<file path="src/rtl/down_counter_reload.sv">
// Loadable down-counter with reload register.
// One-shot mode stops at zero and raises DONE; periodic mode reloads from the
// reload register on expiry. BOUT is the same-cycle expiry strobe, TC is its
// registered echo one cycle later.
module down_counter_reload #(
  parameter int N = 4
) (
  input  logic         CLK,
  input  logic         RESET,
  input  logic         LOAD,
  input  logic [N-1:0] DATA,
  input  logic         CE,
  input  logic         AUTO,
  output logic [N-1:0] O,
  output logic         BOUT,
  output logic         TC,
  output logic         DONE
);

  typedef enum logic [1:0] {
    IDLE    = 2'd0,
    RUN     = 2'd1,
    EXPIRED = 2'd2
  } state_t;

  state_t       r_state;
  state_t       w_state_nxt;
  logic [N-1:0] r_cnt;
  logic [N-1:0] w_cnt_nxt;
  logic [N-1:0] r_rld;
  logic [N-1:0] w_rld_nxt;
  logic         r_tc;
  logic         r_done;
  logic         w_done_nxt;
  logic         w_expiry;

  // Expiry: armed counter sitting at zero gets an enable with no load/reset.
  assign w_expiry = (r_state == RUN) & CE & (r_cnt == '0) & ~LOAD & ~RESET;

  // Next-state, count and reload selection; LOAD outranks counting.
  always_comb begin
    w_state_nxt = r_state;
    w_cnt_nxt   = r_cnt;
    w_rld_nxt   = r_rld;
    w_done_nxt  = r_done;
    if (LOAD) begin
      w_state_nxt = RUN;
      w_cnt_nxt   = DATA;
      w_rld_nxt   = DATA;
      w_done_nxt  = 1'b0;
    end else if ((r_state == RUN) && CE) begin
      if (r_cnt != '0) begin
        w_cnt_nxt = r_cnt - N'(1);
      end else if (AUTO) begin
        w_cnt_nxt = r_rld;
      end else begin
        w_state_nxt = EXPIRED;
        w_done_nxt  = 1'b1;
      end
    end
  end

  // State, count, reload and status registers with synchronous reset.
  always_ff @(posedge CLK) begin
    if (RESET) begin
      r_state <= IDLE;
      r_cnt   <= '0;
      r_rld   <= '0;
      r_tc    <= 1'b0;
      r_done  <= 1'b0;
    end else begin
      r_state <= w_state_nxt;
      r_cnt   <= w_cnt_nxt;
      r_rld   <= w_rld_nxt;
      r_tc    <= w_expiry;
      r_done  <= w_done_nxt;
    end
  end

  assign O    = r_cnt;
  assign BOUT = w_expiry;
  assign TC   = r_tc;
  assign DONE = r_done;

endmodule

</file>
<file path="config.mk">
export PLATFORM = sky130hd
export DESIGN_NAME = down_counter_reload
export DESIGN_NICKNAME = d
export VERILOG_FILES = /design/src/rtl/down_counter_reload.sv
export SDC_FILE = /design/constraint.sdc
export NUM_CORES = 1
export LEC_CHECK = 0
export BUFFER_PORTS_ARGS = -buffer_cell sky130_fd_sc_hd__buf_4
export CORE_AREA = 5 5 42 44
export CTS_BUF_LIST = sky130_fd_sc_hd__clkbuf_2
export DETAILED_ROUTE_END_ITERATION = 16
export DIE_AREA = 0 0 47 49
export GPL_TIMING_DRIVEN = 0
export PLACE_DENSITY = 0.67
export RECOVER_POWER = 25
export SLEW_MARGIN = 20
export SYNTH_ARGS = -nofsm -noshare
export SYNTH_HDL_FRONTEND = slang
export SYNTH_SLANG_ARGS = --single-unit
</file>
<file path="constraint.sdc">
create_clock -name CLK -period 1.8 [get_ports CLK]
set_clock_uncertainty 0.1 [all_clocks]
set_input_delay 0.18 -clock CLK [delete_from_list [all_inputs] [get_ports CLK]]
set_output_delay 0.18 -clock CLK [all_outputs]
set_load 0.1 [all_outputs]
</file>
==> results by group, run 1 <==
Outcome
  – Outcome: finished clean

Placement
  – DP HPWL: 945 um
  – Buffers added on ports: 14
  – Final weighted congestion of routability-driven global placement: 0.702

Power
  – Int Power: 0.391 mW
  – Proportion of power drawn by combinational gates: 31.1%
  – Clock network power share: 23.7%
  – Switching power as a share of total power: 35.3%
  – Pwr dens: 775 nW/um^2
  – Leak Pwr: 0.337 nW
  – Net switching power figure: 0.214 mW
  – VDD IR-drop max: 444 uV
  – Sequential Power Share: 45.2%

Worst setup path
  – Setup crit start kind: flip-flop
  – Worst-path cell chain: inv_2 -> ha_4 -> nor3b_4 -> and3_4 -> buf_12
  – Delay of the slowest cell on the worst path: 370 ps
  – Kind of capture point of the worst setup path: primary output
  – First element of the critical path: O[0]
  – Maximum fanout count along the critical path: 4
  – Slowest cell on the critical path: sky130_fd_sc_hd__dfxtp_4
  – Worst reg2reg startpoint: O[0]
  – Data required, critical path: 1520 ps
  – Critical Path AT: 1450 ps
  – Worst setup path category: flip-flop to primary output

Detailed routing
  – Final wirelength: 1.33 mm
  – First DRT Iteration DRCs: 5
  – Antenna-violating nets left: 0
  – Number of iterations in the first detailed-routing pass: 3
  – Detailed-route wire length per cell: 12.7 um
  – Vias: 537
  – Via-to-Cell Ratio: 5.11
  – Remaining design rule violation count: 0

Synthesis
  – Register area share after synthesis: 39.5%
  – Cell area after synthesis: 558 sq um
  – Warning count from the yosys run: 0
  – Distinct cells, synth: 28
  – Area share of the leading cell type in the synthesized netlist: 39.5%
  – Number of instances in the synthesized netlist: 66
  – Dominant cells by area after synthesis: sky130_fd_sc_hd__dfxtp_1 (39%), sky130_fd_sc_hd__nor2_1 (5.4%), sky130_fd_sc_hd__a21oi_1 (4.5%)
  – Synthesized Nets: 76
  – Top cell type by total area after synthesis: sky130_fd_sc_hd__dfxtp_1
  – Total of flip-flops plus latches after synthesis: 11
  – Mean Syn Cell Area: 8.46 sq um

Run
  – Count of maximum capacitance violations: 0

Clock tree
  – Later-pin clock latency in the skew report: 260 ps
  – Clock Pin Slew Worst Setup and Hold Paths: 110 ps
  – H-tree levels: 1
  – Max clock buf depth: 2
  – Clock Sinks: 11
  – Cell at the root of the clock tree: sky130_fd_sc_hd__clkbuf_2
  – Clock tree from TritonCTS: yes
  – TritonCTS buffer count: 3
  – Hold_buf cts: 0

Die
  – Io pins: 16
  – Initial core utilization: 39.8%
  – Site Rows: 14
  – Vert. Die Dim: 49 um
  – Placeable core region: 1400 sq um
  – Die Area: 2300 sq um
  – Die extent in x: 47 um

Global route
  – Global-route wire length before repair: 2.26 mm
  – Overflow left after global routing: 0
  – Via count of the first global-routing pass: 541
  – Global-route total usage across every layer: 13.4%
  – Maximum number of pins on one net before global-route repair: 11
  – Number of antenna violations at the first check in global routing: 0

Finish
  – Area overhead of the layout relative to synthesis: 39.9%
  – Final-stage net count: 100
  – Final design utilization: 55.7%
  – Number of filler cells placed in the layout: 140
  – Proportion of layout cells with a drive suffix above 1: 40.4%
  – Top library cells by usage in the layout, fill and taps aside: sky130_fd_sc_hd__buf_4 (18), sky130_fd_sc_hd__nor2_1 (8), sky130_fd_sc_hd__dfxtp_1 (6), sky130_fd_sc_hd__nand2_1 (6), sky130_fd_sc_hd__a21oi_1 (5)
  – Most common cell after layout, fill and taps aside: sky130_fd_sc_hd__buf_4
  – Antenna diodes: 0

Timing
  – Relative slew slack: 68.7%
  – Unrepaired setup endpoints after global routing: false
  – Tmin final: 1730 ps
  – Transition time of the tightest slew-check pin: 470 ps
  – Total of endpoints with negative setup slack in the final report: 0
  – TNS Setup: 0 ps
  – Maximum achievable frequency: 0.578 GHz
  – Max-slew violation count: 0
  – Ratio of final minimum period to clock period: 96.2%
  – Endpoints failing hold: 0

Min path
  – HP Class: input pin to flip-flop
  – Worst hold path startpoint: DATA[2]
[per-layer routing]
layer	track usage, %	up-vias	part of all wire (%)
li1	-	284	-
met1	16.0	239	44
met2	21.7	10	51
met3	2.58	4	3.6
met4	6.91	0	1.7
met5	0	-	0
[critical path, delay by kind of cell, from the launching register on]
family / cells / cell delay (ps)
and+or+nand+nor: 2 / 440
DFF: 1 / 370
buffers and inverters: 2 / 240
adders and majority gates: 1 / 150
[cells in the mapped netlist (all sizes together)]
| master | n |
|---|---|
| a211oi | 2 |
| a21boi | 1 |
| a21oi | 5 |
| a2bb2oi | 1 |
| a311o | 1 |
| a311oi | 1 |
| and3 | 3 |
| and3b | 1 |
| clkbuf | 2 |
| dfxtp | 11 |
| ha | 1 |
| inv | 5 |
| mux2i | 2 |
| nand2 | 6 |
| nand3 | 1 |
| nand3b | 1 |
| nor2 | 8 |
| nor2b | 2 |
| nor3 | 2 |
| nor3b | 1 |
| nor4b | 1 |
| o211ai | 1 |
| o21ai | 4 |
| o22ai | 2 |
| or3b | 1 |
[sequential cells by signal, summed over array words and instances (netlist names)]
register	cells
O	4
r_rld	4
DONE	1
TC	1
r_state	1
[power groups by stage]
| stage | clock network, mW | registers [mW] | logic, mW |
|---|---|---|---|
| floorplan | 0 | 0.330 | 0.0708 |
| CTS | 0.151 | 0.274 | 0.174 |
| detailed placement | 0 | 0.279 | 0.163 |
| global placement | 0 | 0.279 | 0.162 |
| global route | 0.158 | 0.276 | 0.204 |
| finish | 0.144 | 0.273 | 0.188 |
[path summary, 6_finish.rpt]
kind                            depth (start not counted)  slack, ps  endpoint
worst max-delay path                                    5         70      BOUT
worst min-delay path                                    3         70  r_rld[2]
worst max register to register                          7        170      O[0]
worst min register to register                          2        370      DONE
[cell type report]
type	count	area, sq um	area share, %
clock buffer	4	20.0	2.56
inverter	5	18.8	2.40
sequential	11	231	29.6
multi-input combinational	48	328	42.0
timing repair buffer	19	155	19.9
tap	16	20.0	2.56
buffer	2	7.51	0.962
[timing repair]
action,in CTS,in global routing
buffers inserted,1,4
resized for setup,6,1
setup endpoints to repair,1,1
pin swaps,1,1
[stage by stage]
step	instance area [sq um]	hold slack (ps)	instances	power, mW	worst slack, ps
2_1_floorplan	573	227	66	0.400	77.8
4_1_cts	751	58.1	101	0.599	4.73
3_3_place_gp	698	333	96	0.441	42.4
6_report	781	68.9	105	0.605	68.6
5_1_grt	781	97.8	105	0.638	9.72
3_5_place_dp	698	345	96	0.442	25.1
[kinds of logic (layout without fill, tap and decap cells)]
family          Yosys count  after routing  share of synthesized area [%]
flops                    11             11                           39.5
simple gates             27             27                           28.3
buf+inv                   7             30                           4.71
compound gates           18             18                           21.7
mux                       2              2                           3.59
fa+ha+maj                 1              1                           2.24
Note: power is estimated with default switching activity, not from simulation.
==> run 2: changes to the inputs <==
--- a/config.mk
+++ b/config.mk
@@ -7,7 +7,7 @@
 export LEC_CHECK = 0
 export BUFFER_PORTS_ARGS = -buffer_cell sky130_fd_sc_hd__buf_4
 export CORE_AREA = 5 5 42 44
-export CTS_BUF_LIST = sky130_fd_sc_hd__clkbuf_2
+export CTS_BUF_LIST = sky130_fd_sc_hd__clkbuf_2 sky130_fd_sc_hd__clkbuf_4 sky130_fd_sc_hd__clkbuf_8
 export DETAILED_ROUTE_END_ITERATION = 16
 export DIE_AREA = 0 0 47 49
 export GPL_TIMING_DRIVEN = 0
==> run 2 against run 1 <==
Power is 6.4% higher. Global-route usage stayed put. Cell count is 1.9% lower. Critical endpoint unchanged.
==> results by group, run 2 (synthesis results as in run 1) <==
Outcome
  – Outcome: finished clean (unchanged)

Global route
  – Number of antenna violations at the first check in global routing: 0 (unchanged)
  – Maximum number of pins on one net before global-route repair: 11 (unchanged)
  – Overflow left after global routing: 0 (unchanged)
  – Global-route total usage across every layer: 13.4% (unchanged)
  – Global-route wire length before repair: 2.26 mm (unchanged)
  – Via count of the first global-routing pass: 541 (unchanged)

Placement
  – Worst setup slack after placement: 25.1 ps (unchanged)
  – DP HPWL: 945 um (unchanged)
  – Count of placed standard cells including taps: 96 (unchanged)
  – Final weighted congestion of routability-driven global placement: 0.702 (unchanged)
  – Buffers added on ports: 14 (unchanged)
  – Area after DPL: 698 sq um (unchanged)

Power
  – Switching power as a share of total power: 33.2% (was 35.3%)
  – Pwr dens: 830 nW/um^2 (was 775 nW/um^2)
  – Leak Pwr: 0.328 nW (was 0.337 nW)
  – Int Power: 0.430 mW (was 0.391 mW)
  – VDD IR-drop max: 485 uV (was 444 uV)
  – Sequential Power Share: 42.5% (was 45.2%)
  – Net switching power figure: 0.214 mW (about the same)
  – Clock network power share: 29.1% (was 23.7%)
  – Proportion of power drawn by combinational gates: 28.4% (was 31.1%)

Finish
  – Post-Layout Cell Count: 103 (was 105)
  – Multi-input combinational cell area: 328 sq um (unchanged)
  – Number of filler cells placed in the layout: 140 (unchanged)
  – Register area: 231 sq um (unchanged)
  – Top library cells by usage in the layout, fill and taps aside: sky130_fd_sc_hd__buf_4 (16), sky130_fd_sc_hd__nor2_1 (8), sky130_fd_sc_hd__dfxtp_1 (6), sky130_fd_sc_hd__nand2_1 (6), sky130_fd_sc_hd__a21oi_1 (5) (was sky130_fd_sc_hd__buf_4 (18), sky130_fd_sc_hd__nor2_1 (8), sky130_fd_sc_hd__dfxtp_1 (6), sky130_fd_sc_hd__nand2_1 (6), sky130_fd_sc_hd__a21oi_1 (5))
  – Antenna diodes: 0 (unchanged)
  – Area overhead of the layout relative to synthesis: 39.0% (was 39.9%)
  – Most common cell after layout, fill and taps aside: sky130_fd_sc_hd__buf_4 (unchanged)
  – Final standard cell area without fillers: 776 sq um (was 781 sq um)
  – Proportion of layout cells with a drive suffix above 1: 39.1% (was 40.4%)
  – Final-stage net count: 98 (was 100)

Die
  – Io pins: 16 (unchanged)
  – Die Area: 2300 sq um (unchanged)
  – Die extent in x: 47 um (unchanged)
  – Site Rows: 14 (unchanged)
  – Placeable core region: 1400 sq um (unchanged)
  – Vert. Die Dim: 49 um (unchanged)
  – Initial core utilization: 39.8% (unchanged)

Worst setup path
  – Maximum fanout count along the critical path: 5 (was 4)
  – Worst reg-to-reg setup slack: 160 ps (was 170 ps)
  – Setup crit start kind: flip-flop (unchanged)
  – Worst setup path category: flip-flop to primary output (unchanged)
  – Reg2Reg Depth: 7 (unchanged)
  – Timing endpoint of the critical path: BOUT (unchanged)
  – First element of the critical path: O[0] (unchanged)
  – Data required, critical path: 1520 ps (about the same)
  – Kind of capture point of the worst setup path: primary output (unchanged)
  – Critical R2R Capture: O[0] (unchanged)
  – Worst reg2reg startpoint: O[0] (unchanged)
  – Critical Path AT: 1470 ps (was 1450 ps)

Timing
  – Ratio of final minimum period to clock period: 97.2% (was 96.2%)
  – Tmin final: 1750 ps (was 1730 ps)
  – Unrepaired setup endpoints after global routing: false (unchanged)
  – Max-slew violation count: 0 (unchanged)
  – Relative slew slack: 68.4% (was 68.7%)
  – Maximum achievable frequency: 0.572 GHz (was 0.578 GHz)
  – Final worst setup slack: 50.7 ps (was 68.6 ps)
  – Endpoints failing hold: 0 (unchanged)
  – Total of endpoints with negative setup slack in the final report: 0 (unchanged)
  – TNS Setup: 0 ps (unchanged)
  – Transition time of the tightest slew-check pin: 475 ps (was 470 ps)

Clock tree
  – Clock tree from TritonCTS: yes (unchanged)
  – TritonCTS buffer count: 3 (unchanged)
  – Clock Sinks: 11 (unchanged)
  – Cell at the root of the clock tree: sky130_fd_sc_hd__clkbuf_4 (was sky130_fd_sc_hd__clkbuf_2)
  – Clock Pin Slew Worst Setup and Hold Paths: 70 ps (was 110 ps)
  – Max clock buf depth: 2 (unchanged)
  – H-tree levels: 1 (unchanged)
  – Later-pin clock latency in the skew report: 270 ps (was 260 ps)

Detailed routing
  – Remaining design rule violation count: 0 (unchanged)
  – Final wirelength: 1.32 mm (was 1.33 mm)
  – Antenna-violating nets left: 0 (unchanged)
  – Via-to-Cell Ratio: 5.22 (was 5.11)
  – Vias: 538 (was 537)
  – Number of iterations in the first detailed-routing pass: 3 (unchanged)
  – First DRT Iteration DRCs: 6 (was 5)
  – Detailed-route wire length per cell: 12.8 um (was 12.7 um)

Min path
  – HP Class: input pin to flip-flop (unchanged)
  – Hold Path Cell Cnt: 3 (unchanged)

Run
  – Count of maximum capacitance violations: 0 (unchanged)
## run 2: metrics by stage
| stage | util, % | power (mW) | hold slack [ps] |
|---|---|---|---|
| 2_1_floorplan | - | 0.400 | 227 |
| 3_3_place_gp | 49.8 | 0.441 | 333 |
| 6_report | 55.4 | 0.644 | 62.0 |
| 5_1_grt | 55.4 | 0.675 | 106 |
| 4_1_cts | 54.3 | 0.641 | 61.8 |
| 3_5_place_dp | 49.8 | 0.442 | 345 |
## run 2: how the worst min path moves through the flow
stage	end	startpoint	slack [ps]
floorplan	r_rld[1]	DATA[1]	230
global placement	r_rld[2]	DATA[2]	330
detailed placement	r_rld[1]	DATA[1]	340
CTS	r_rld[1]	DATA[1]	60
global route	O[1]	DATA[1]	110
finish	r_rld[1]	DATA[1]	60
## run 2: layer usage
| layer | global-route usage, % | wire length, um | vias up |
|---|---|---|---|
| met1 | 16.0 | 580 | 240 |
| li1 | - | - | 282 |
| met5 | 0 | 0 | - |
| met4 | 6.91 | 34 | 0 |
| met3 | 2.58 | 49 | 5 |
| met2 | 21.7 | 658 | 11 |
## run 2: worst max-delay path, stage by stage, from the launching register on
cell,delay [ps]
sky130_fd_sc_hd__dfxtp_4,360
sky130_fd_sc_hd__inv_2,80
sky130_fd_sc_hd__ha_4,150
sky130_fd_sc_hd__nor3b_4,210
sky130_fd_sc_hd__and3_4,230
sky130_fd_sc_hd__buf_12,170
## run 2: power groups by stage
stage                     sequential, mW  clock (mW)  combinational [mW]
after floorplan                    0.330           0              0.0708
after detailed placement           0.279           0               0.163
after global placement             0.279           0               0.162
after global routing               0.277       0.200               0.199
after CTS                          0.274       0.193               0.174
final                              0.274       0.187               0.183
## run 2: repair_timing
item | 4_1_cts | 5_1_grt
hold buffers | 0 | 0
gates cloned | 0 | 0
setup endpoints to repair | 1 | 1
setup buffers | 1 | 2
gates resized for setup | 5 | 2
pin swaps | 1 | 1
## run 2: layout make-up
class                           count  share of cell area [%]
Tap cell                           16                    2.58
Timing Repair Buffer               17                    18.1
Clock buffer                        4                    3.87
Sequential cell                    11                    29.8
Inverter                            5                    2.42
Multi-Input combinational cell     48                    42.3
Buffer                              2                   0.968
